**config.mk**
```make
export PLATFORM = sky130hd
export DESIGN_NAME = ava_pixel_fifo
export DESIGN_NICKNAME = d
export VERILOG_FILES = /design/src/rtl/ava_pixel_fifo.sv
export SDC_FILE = /design/constraint.sdc
export NUM_CORES = 1
export LEC_CHECK = 0
export BUFFER_PORTS_ARGS = -buffer_cell sky130_fd_sc_hd__buf_2
export CAP_MARGIN = 15
export CELL_PAD_IN_SITES_DETAIL_PLACEMENT = 1
export CELL_PAD_IN_SITES_GLOBAL_PLACEMENT = 1
export CORE_MARGIN = 3
export CORE_UTILIZATION = 45
export DETAILED_ROUTE_END_ITERATION = 10
export PLACE_DENSITY_LB_ADDON = 0.1
export SLEW_MARGIN = 20
export SYNTH_ARGS = -nofsm -noshare
export SYNTH_HDL_FRONTEND = slang
export SYNTH_SLANG_ARGS = --single-unit
```
**constraint.sdc**
```tcl
create_clock -name clk -period 3.47 [get_ports clk]
set_clock_uncertainty 0.1 [all_clocks]
set_input_delay 0 -clock clk [delete_from_list [all_inputs] [get_ports clk]]
set_output_delay 0 -clock clk [all_outputs]
set_load 0.01 [all_outputs]
```
**src/rtl/ava_pixel_fifo.sv**
```systemverilog
// First-word-fall-through pixel buffer between the VRAM read port and the video output stage.
// Raises fifo_busy early, so words still in flight from VRAM always find a free slot.
module ava_pixel_fifo #(
    parameter int unsigned DATA_WIDTH = 8,
    parameter int unsigned DEPTH      = 16,
    parameter int unsigned SLACK      = 2
) (
    input  logic                       clk,
    input  logic                       reset,
    input  logic                       wr_valid,
    input  logic [DATA_WIDTH-1:0]      wr_data,
    input  logic                       wr_last,
    output logic                       fifo_busy,
    output logic                       rd_valid,
    input  logic                       rd_ready,
    output logic [DATA_WIDTH-1:0]      rd_data,
    output logic                       rd_last,
    output logic [$clog2(DEPTH+1)-1:0] level,
    output logic                       overflow
);

    localparam int unsigned PtrW = $clog2(DEPTH);
    localparam int unsigned CntW = $clog2(DEPTH + 1);
    localparam logic [CntW-1:0] Full      = CntW'(DEPTH);
    localparam logic [CntW-1:0] BusyLevel = CntW'(DEPTH - SLACK);

    logic [DATA_WIDTH:0] mem_q [DEPTH];
    logic [PtrW-1:0]     wr_ptr_q;
    logic [PtrW-1:0]     rd_ptr_q;
    logic [CntW-1:0]     count_q;
    logic [CntW-1:0]     count_d;
    logic                busy_q;
    logic                busy_d;
    logic                overflow_q;
    logic                push;
    logic                pop;

    always_comb begin
        pop     = (count_q != '0) && rd_ready;
        // When full, a same-cycle pop frees the slot this write needs.
        push    = wr_valid && ((count_q != Full) || pop);
        count_d = count_q;
        unique case ({push, pop})
            2'b10:   count_d = count_q + CntW'(1);
            2'b01:   count_d = count_q - CntW'(1);
            default: count_d = count_q;
        endcase
        busy_d = (count_d >= BusyLevel);
    end

    always_ff @(posedge clk or negedge reset) begin
        if (!reset) begin
            wr_ptr_q   <= '0;
            rd_ptr_q   <= '0;
            count_q    <= '0;
            busy_q     <= 1'b1;
            overflow_q <= 1'b0;
        end else begin
            if (push) wr_ptr_q <= wr_ptr_q + PtrW'(1);
            if (pop)  rd_ptr_q <= rd_ptr_q + PtrW'(1);
            count_q <= count_d;
            busy_q  <= busy_d;
            if (wr_valid && !push) overflow_q <= 1'b1;
        end
    end

    // Storage is not reset; rd_valid masks stale contents.
    always_ff @(posedge clk) begin
        if (push) mem_q[wr_ptr_q] <= {wr_last, wr_data};
    end

    assign rd_valid           = (count_q != '0);
    assign {rd_last, rd_data} = mem_q[rd_ptr_q];
    assign level              = count_q;
    assign fifo_busy          = busy_q;
    assign overflow           = overflow_q;

endmodule

```
# Yosys cells after proc, flatten, opt, wreduce, memory -nomap -nowiden
# Memories as Yosys holds them, arrays and structs flattened.
# Cells that the tools add are included.
[word_totals]
ff_bits = 15
ramBits = 144
inputBits = 13
output_inout_bits = 17
elab_cells = 23
mem_count = 1
[memory_table]
columns = ["name", "words", "word_bits", "rd", "rd_clocked_by_memory_dff", "wr", "line", "source"]
rows = [
  ["mem_q", 16, 9, 1, 0, 1, "27", "logic [DATA_WIDTH:0] mem_q [DEPTH];"],
]
[classes]
add_sub_neg = 4
order_cmp = 1
eq_ne = 3
n_mux = 3
n_reduce_logical = 6
[op_table]
columns = ["operator", "count"]
rows = [
  ["$pmux W5 S2", 1],
  ["$add A4 B1 Y4 const B", 2],
  ["$add A5 B1 Y5 const B", 1],
  ["$ge A5 B4 Y1 const B", 1],
  ["$ne A5 B5 Y1 const B", 1],
  ["$reduce_bool A5 Y1", 1],
  ["$sub A5 B1 Y5 const B", 1],
  ["$logic_and A1 B1 Y1", 3],
  ["$eq A2 B1 Y1 const B", 1],
  ["$eq A2 B2 Y1 const B", 1],
  ["$mux W1", 2],
  ["$logic_not A1 Y1", 1],
  ["$logic_or A1 B1 Y1", 1],
]

# Logic depth before layout (Yosys ltp)
# Gate-level depths: netlist of the first run.
[depth]
depth_word = 7
depth_mapped = 10
depth_no_buf = 9

# Least setup slack after synthesis of the first run
# No wires, ideal clock.
[synth_timing]
path_type = "register to register"
start = "register count_q[1], in the netlist level[1]"
end = "register busy_q, in the netlist fifo_busy"
setup_ns = 0.084
arrival_ns = 2.832
required_time_ns = 3.286
slack_ns = 0.454
path_stages_with_launch = 11
path_buffers = 1
synth_period_minus_slack_ns = 3.016
path_cell_list = "dfrtp_1 > or4_4 > o31a_4 > buf_6 > inv_2 > ha_1 > ha_1 > a21oi_1 > a21boi_0 > or4_1 > o2111ai_1"
[synth_between]
elab_chain_len = 7
elab_cells_between_ends = 11
classes_between = "add/sub: 2; order compare: 1; eq/ne: 3; mux: 1; reduce/logical: 4"
[synth_lines]
columns = ["item", "line", "source"]
rows = [
  ["start: declaration", "30", "logic [CntW-1:0] count_q;"],
  ["start signal: assignment", "61", "count_q <= count_d;"],
  ["$reduce_bool A5 Y1", "39", "pop = (count_q != '0) && rd_ready;"],
  ["$logic_and A1 B1 Y1", "39", ""],
  ["$logic_or A1 B1 Y1", "41", "push = wr_valid && ((count_q != Full) || pop);"],
  ["$logic_and A1 B1 Y1", "41", ""],
  ["$eq A2 B1 Y1 or $eq A2 B2 Y1 (tied branches)", "43", "unique case ({push, pop})"],
  ["$pmux W5 S2 *", "43", ""],
  ["$ge A5 B4 Y1 *", "48", "busy_d = (count_d >= BusyLevel);"],
  ["named net busy_d", "33", "logic busy_d;"],
  ["end signal: assignment", "62", "busy_q <= busy_d;"],
  ["end: declaration", "32", "logic busy_q;"],
]
# The timed path passes the listed nets; every way through them passes the cells marked *.
# A chain may end at the register's enable or synchronous reset.

# Worst setup path after layout of the first run
# Ends and elaborated chain as after synthesis.

==> flow_summary.json, run 1 <==
{
  "cap_violations": 0,
  "drt_iter0_drc": 266,
  "hp-class": "in2reg",
  "criticalPathCategory": "reg2reg",
  "netlist_top_cells_area": "edfxtp_1 68%, mux4_2 13%, dfrtp_1 5.5%, a22oi_1 2.1%, ha_1 1.8%",
  "seqPwrFrac_pct": 40.7,
  "yosys.area.top_type_share_pct": 68.19,
  "core_um2": 13510,
  "hold_violations": 0,
  "power.internal_mw": 4.502,
  "ys_async_sr_fraction_pct": 9.434,
  "share_comb_of_total_power_pct": 27.6,
  "gp_congestion": 0.7733,
  "area_growth_syn_to_layout_pct": 18.27,
  "setup_violations": 0,
  "cts.sink_count": 159,
  "num_vias": 3108,
  "fin_crit_ns": 3.199,
  "p_total_mw": 6.399,
  "ys_warn_count": 0,
  "ant_nets": 0,
  "vias_per_cell": 5.570,
  "cts_tree": "done",
  "slew_headroom_pct": 38.14,
  "multiInputGateArea_um2": 1550,
  "p_leak_nw": 2.590,
  "synth_cells": 314,
  "cp_top_family": "simple AND/OR/NAND/NOR gates",
  "path_cells": "or4_4, o31a_4, inv_2, ha_1, ha_1, a21oi_1, a21boi_0, or4_1, o2111ai_1",
  "drive_gt1_share_pct": 29.06,
  "syn_area_um2": 6341,
  "clkPwrFrac_pct": 31.7,
  "path_clk_slew_ns": 0.06,
  "path_common_cell": "ha_1",
  "crit_path_start_kind": "register",
  "register_area_um2": 4702,
  "p_per_area_nw_per_um2": 853.2,
  "final_max_slew_viol_count": 0,
  "fmax_mhz": 312.6,
  "synthFlopType": "edfxtp_1",
  "rsz0062_at_grt": "no",
  "first_pass_iters": 4,
  "ys_seq_area_share_pct": 74.13,
  "p_sw_mw": 1.897,
  "drc": 0,
  "cts_buffer_depth": 2,
  "syn-num-nets": 337,
  "h-tree-depth": 4,
  "initial_core_util_pct": 46.95,
  "finalWirelength_um": 13010,
  "yosys.area.top_type": "edfxtp_1",
  "grt_pass1_wl_um": 20510,
  "num_io_pins": 30,
  "slowest_delay_ns": 0.60,
  "gr-total-overflow": 0,
  "cts_root_buf": "clkbuf_16",
  "crit_arrival_ns": 3.43,
  "synth-seq-cells": 159,
  "path_buf_inv": 1,
  "wl_per_cell_um": 23.32,
  "vdd_drop_max_mv": 0.3633,
  "diodes": 0,
  "die_h_um": 124.7,
  "netSwitchingFraction_pct": 29.64,
  "clk_latency_ns": 0.41,
  "antenna_found_initial": 0,
  "track_usage_pct": 18.03,
  "ctsResizeCount": 0,
  "synth_edf_count": 144,
  "fill_cells": 1178,
  "endpoint_kind": "register",
  "cts_buffers": 17,
  "dp_hpwl_um": 8117,
  "path_max_fanout": 16,
  "die-area_um2": 15550,
  "outcome": "finished, final reports clean",
  "syn_avg_cell_area_um2": 20.19,
  "slowest_stage": "or4_4",
  "rows": 42,
  "grt_pass1_vias": 3470,
  "required_ns": 3.71,
  "finalSetupTns_ns": 0,
  "nNetsFinal": 392,
  "period_share_pct": 92.19,
  "synth_cell_types": 42,
  "max_slew.worst_pin.slew_ns": 0.9260,
  "die_x_um": 124.7,
  "numPortBuffers": 29,
  "grt_max_degree": 29
}
## state kept, by name, summed over array words and instances (netlist names)
register and cells:
wr_ptr_q 4, rd_ptr_q 4, level 5, mem_q 144, overflow 1, fifo_busy 1
## worst paths after layout
| path | startpoint | end | slack (ns) | depth (start not counted) |
|---|---|---|---|---|
| max | level[1] | fifo_busy | 0.27 | 9 |
| min | wr_data[2] | mem_q[8][2] | 0.43 | 2 |
| max reg2reg | level[1] | fifo_busy | 0.27 | 9 |
| min reg2reg | rd_ptr_q[3] | rd_ptr_q[3] | 0.44 | 1 |
| max in group asynchronous | reset | rd_ptr_q[0] | 1.64 | 4 |
| min in group asynchronous | reset | fifo_busy | 0.50 | 3 |
## area by class of cell
class,count,share of cell area [%]
clock buffers,18,5.856
clock inverters,14,2.836
inverters,4,0.2002
multi-input cells,136,20.67
flip-flops and latches,159,62.70
well taps,176,2.936
repair buffers,51,4.805
## worst reg2reg max path: stages, from the launching register on
cell and delay, ns:
dfrtp_1 0.45, or4_4 0.60, o31a_4 0.38, inv_2 0.07, ha_1 0.29, ha_1 0.32
a21oi_1 0.17, a21boi_0 0.14, or4_1 0.51, o2111ai_1 0.10
## stage by stage
step	cells	util [%]	worst slack [ns]	hold WS, ns	instance area, um2
detailed placement	511	49.59	0.3078	-0.1679	6698
floorplan	314	-	0.4535	-0.3956	6341
CTS	558	55.53	0.2841	0.4081	7500
global route	558	55.53	0.08159	0.4252	7500
global placement	511	49.59	0.4359	-0.1761	6698
finish	558	55.53	0.2711	0.4306	7500
## power by group through the flow
stage          Combinational (mW)  Sequential [mW]  Clock, mW
2_1_floorplan                1.28             2.51          0
3_3_place_gp                 1.74             2.63          0
3_5_place_dp                 1.77             2.65          0
4_1_cts                      1.81             2.61       2.07
5_1_grt                      1.95             2.65       2.16
6_report                     1.77             2.60       2.03
## layer usage
layer	global-route usage, %	share of wire [%]
met5	0	0
met4	5.416	1.4
met3	5.189	3.8
met2	29.96	52
met1	23.17	43
## cells in the mapped netlist, types with 3 or more instances
cell and count:
nor2_1 3, nand2_1 16, dfrtp_1 14, edfxtp_1 144, xor2_1 3, nor2b_1 3, inv_1 3, mux4_2 36
buf_2 3, buf_1 3, ha_1 9, nor3_1 3, nand4_1 3, clkbuf_1 6, xnor2_1 6, and3_1 7
a22oi_1 18, and2_1 5
## kinds of logic after synthesis
family | count (synthesis) | share of synthesized area [%]
buffers and inverters | 19 | 1.420
AND/OR/NAND/NOR | 49 | 4.341
AO/OA/AOI/OAI | 29 | 3.453
XOR/XNOR | 9 | 1.243
flip-flops | 159 | 74.13
multiplexers | 39 | 13.32
adder cells (fa/ha/maj) | 10 | 2.092
## cells in the final DEF, fill, tap and decap left out, types with 3 or more instances in the layout
master         netlist  final
edfxtp_1           144    144
mux4_2              36     36
buf_2                3     29
a22oi_1             18     18
clkbuf_16            0     17
nand2_1             16     16
dlygate4sd3_1        0     15
dfrtp_1             14     13
ha_1                 9      9
and3_1               7      7
xnor2_1              6      6
buf_4                2      6
and2_1               5      5
bufinv_16            0      5
nor2_1               3      3
nor2b_1              3      3
inv_1                3      3
xor2_1               3      3
nor3_1               3      3
nand4_1              3      3
clkinvlp_4           0      3
## what timing repair did
item	in CTS	in global routing
hold buffers	15	0
setup buffers	0	0
hold endpoints to repair	166	0
Power figures use the tool's default switching activity.
==> run 2: changes to the inputs <==
--- a/config.mk
+++ b/config.mk
@@ -10,7 +10,7 @@
 export CELL_PAD_IN_SITES_DETAIL_PLACEMENT = 1
 export CELL_PAD_IN_SITES_GLOBAL_PLACEMENT = 1
 export CORE_MARGIN = 3
-export CORE_UTILIZATION = 45
+export CORE_UTILIZATION = 53
 export DETAILED_ROUTE_END_ITERATION = 10
 export PLACE_DENSITY_LB_ADDON = 0.1
 export SLEW_MARGIN = 20
==> constraint.sdc (replaced) <==
create_clock -name clk -period 3.47 [get_ports clk]
set_clock_uncertainty 0.1 [all_clocks]
set_input_delay 0.347 -clock clk [delete_from_list [all_inputs] [get_ports clk]]
set_output_delay 0.347 -clock clk [all_outputs]
set_load 0.01 [all_outputs]
==> run 2 against run 1 <==
  * Critical path depth unchanged
  * Critical path type unchanged
  * Worst setup slack gained 0.0019 ns
  * First-iteration DRC count increased by 4.5%
  * Global-route usage increased by 3.6 points
  * Largest power group unchanged
  * Die area is 14% lower
  * Combinational power hardly changed
  * Wire length fell by 0.12%
  * Flip-flop and latch count stayed put
  * Critical endpoint unchanged
  * Cell area decreased by 2.8%
  * Power decreased by 2.0%
==> flow_summary.json, run 2 (synthesis gave the netlist of run 1 again) <==
{
  "outcome": "finished, final reports clean",
  "dp_hpwl_um": 7927,
  "required_ns": 3.72,
  "numPortBuffers": 29,
  "cap_violations": 0,
  "antenna_found_initial": 0,
  "core_um2": 11560,
  "cts_root_buf": "clkbuf_16",
  "track_usage_pct": 21.63,
  "ctsResizeCount": 0,
  "rows": 39,
  "cts_buffer_depth": 2,
  "area_growth_syn_to_layout_pct": 15.00,
  "criticalPathCategory": "reg2reg",
  "crit_path_start_kind": "register",
  "num_io_pins": 30,
  "final_max_slew_viol_count": 0,
  "holdBufCountCts": 1,
  "initial_core_util_pct": 54.83,
  "p_leak_nw": 2.504,
  "fin_crit_ns": 3.197,
  "drc": 0,
  "die_x_um": 115.4,
  "grt_pass1_wl_um": 19960,
  "drive_gt1_share_pct": 30.43,
  "vias_per_cell": 6.143,
  "clk_latency_ns": 0.43,
  "top_register": "mem_q",
  "wl_per_cell_um": 25.44,
  "p_total_mw": 6.272,
  "timing.rr.start": "level[1]",
  "finalWirelength_um": 13000,
  "final_cell_mix": "144 x edfxtp_1, 36 x mux4_2, 29 x buf_2",
  "diodes": 0,
  "crit_arrival_ns": 3.45,
  "gr-total-overflow": 0,
  "dp.cells": 478,
  "h-tree-depth": 4,
  "cts_setup_buffers": 0,
  "cts_tree": "done",
  "path_clk_slew_ns": 0.06,
  "final_area_um2": 7292,
  "hold_violations": 0,
  "die-area_um2": 13310,
  "largest_reg_flops": 144,
  "max_slew.worst_pin.slew_ns": 0.9462,
  "setup_violations": 0,
  "slew_headroom_pct": 36.79,
  "cts_buffers": 17,
  "endpoint_kind": "register",
  "ant_nets": 0,
  "critPathLaunch": "level[1]",
  "placed_area_um2": 6669,
  "die_h_um": 115.4,
  "fill_cells": 967,
  "finalNonFillerCells": 511,
  "utilization_pct": 63.05,
  "hp-class": "in2reg",
  "finalSetupTns_ns": 0,
  "first_pass_iters": 4,
  "rsz0062_at_grt": "no",
  "cts.sink_count": 159,
  "nNetsFinal": 378,
  "period_share_pct": 92.13,
  "vdd_drop_max_mv": 0.4823,
  "min-delay-start": "wr_valid",
  "drt_iter0_drc": 278,
  "grt_pass1_vias": 3390,
  "layout_commonest_cell": "edfxtp_1",
  "grt_max_degree": 31,
  "gp_congestion": 0.7619,
  "path_max_fanout": 16,
  "fmax_mhz": 312.8,
  "p_per_area_nw_per_um2": 860.1,
  "num_vias": 3139
}
[run 2: changes by cell type in the layout (fill, tap and decap cells not counted), sizes merged]
cell	before	now
dlygate4sd3	15	1
bufinv	5	3
clkbuf	18	17
clkinvlp	3	6
[run 2: where the power goes]
group | total (mW) | internal [mW] | switching, mW
registers | 2.58 | 2.36 | 0.222
clock network | 1.91 | 1.14 | 0.768
logic | 1.79 | 0.843 | 0.943
[run 2: per-layer routing]
metal	vias up	wire (um)	GRT usage [%]
li1	1374	-	-
met2	100	6636	34.14
met4	0	245	8.998
met3	20	851	5.632
met1	1645	5265	28.96
met5	-	0	0
[run 2: stage by stage]
step | hold WS, ns | setup slack (ns)
global route | 0.07203 | 0.1113
floorplan | -0.04859 | 0.4535
global placement | 0.1764 | 0.4188
detailed placement | 0.1817 | 0.3234
finish | 0.06247 | 0.2730
CTS | 0.04833 | 0.2891
[run 2: worst paths after layout]
check	end	depth (start not counted)	slack, ns
worst max-delay path	fifo_busy	9	0.27
worst min-delay path	overflow	2	0.06
worst max register to register	fifo_busy	9	0.27
worst min register to register	overflow	1	0.36
max in group asynchronous	fifo_busy	2	2.71
min in group asynchronous	level[0]	2	0.25
[run 2: worst max-delay path: stages, from the launching register on]
cell and delay, ns:
dfrtp_1 0.45, or4_4 0.60, o31a_4 0.38, inv_2 0.07, ha_1 0.27, ha_1 0.31
a21oi_1 0.19, a21boi_0 0.14, or4_1 0.51, o2111ai_1 0.10
[run 2: cell type report]
type	instances	area (um2)	area share, %
clock inverters	15	187.7	2.574
repair buffers	37	232.7	3.191
flip-flops and latches	159	4702	64.48
multi-input cells	136	1550	21.26
inverters	4	15.01	0.2059
clock buffers	17	425.4	5.834
well taps	143	178.9	2.454
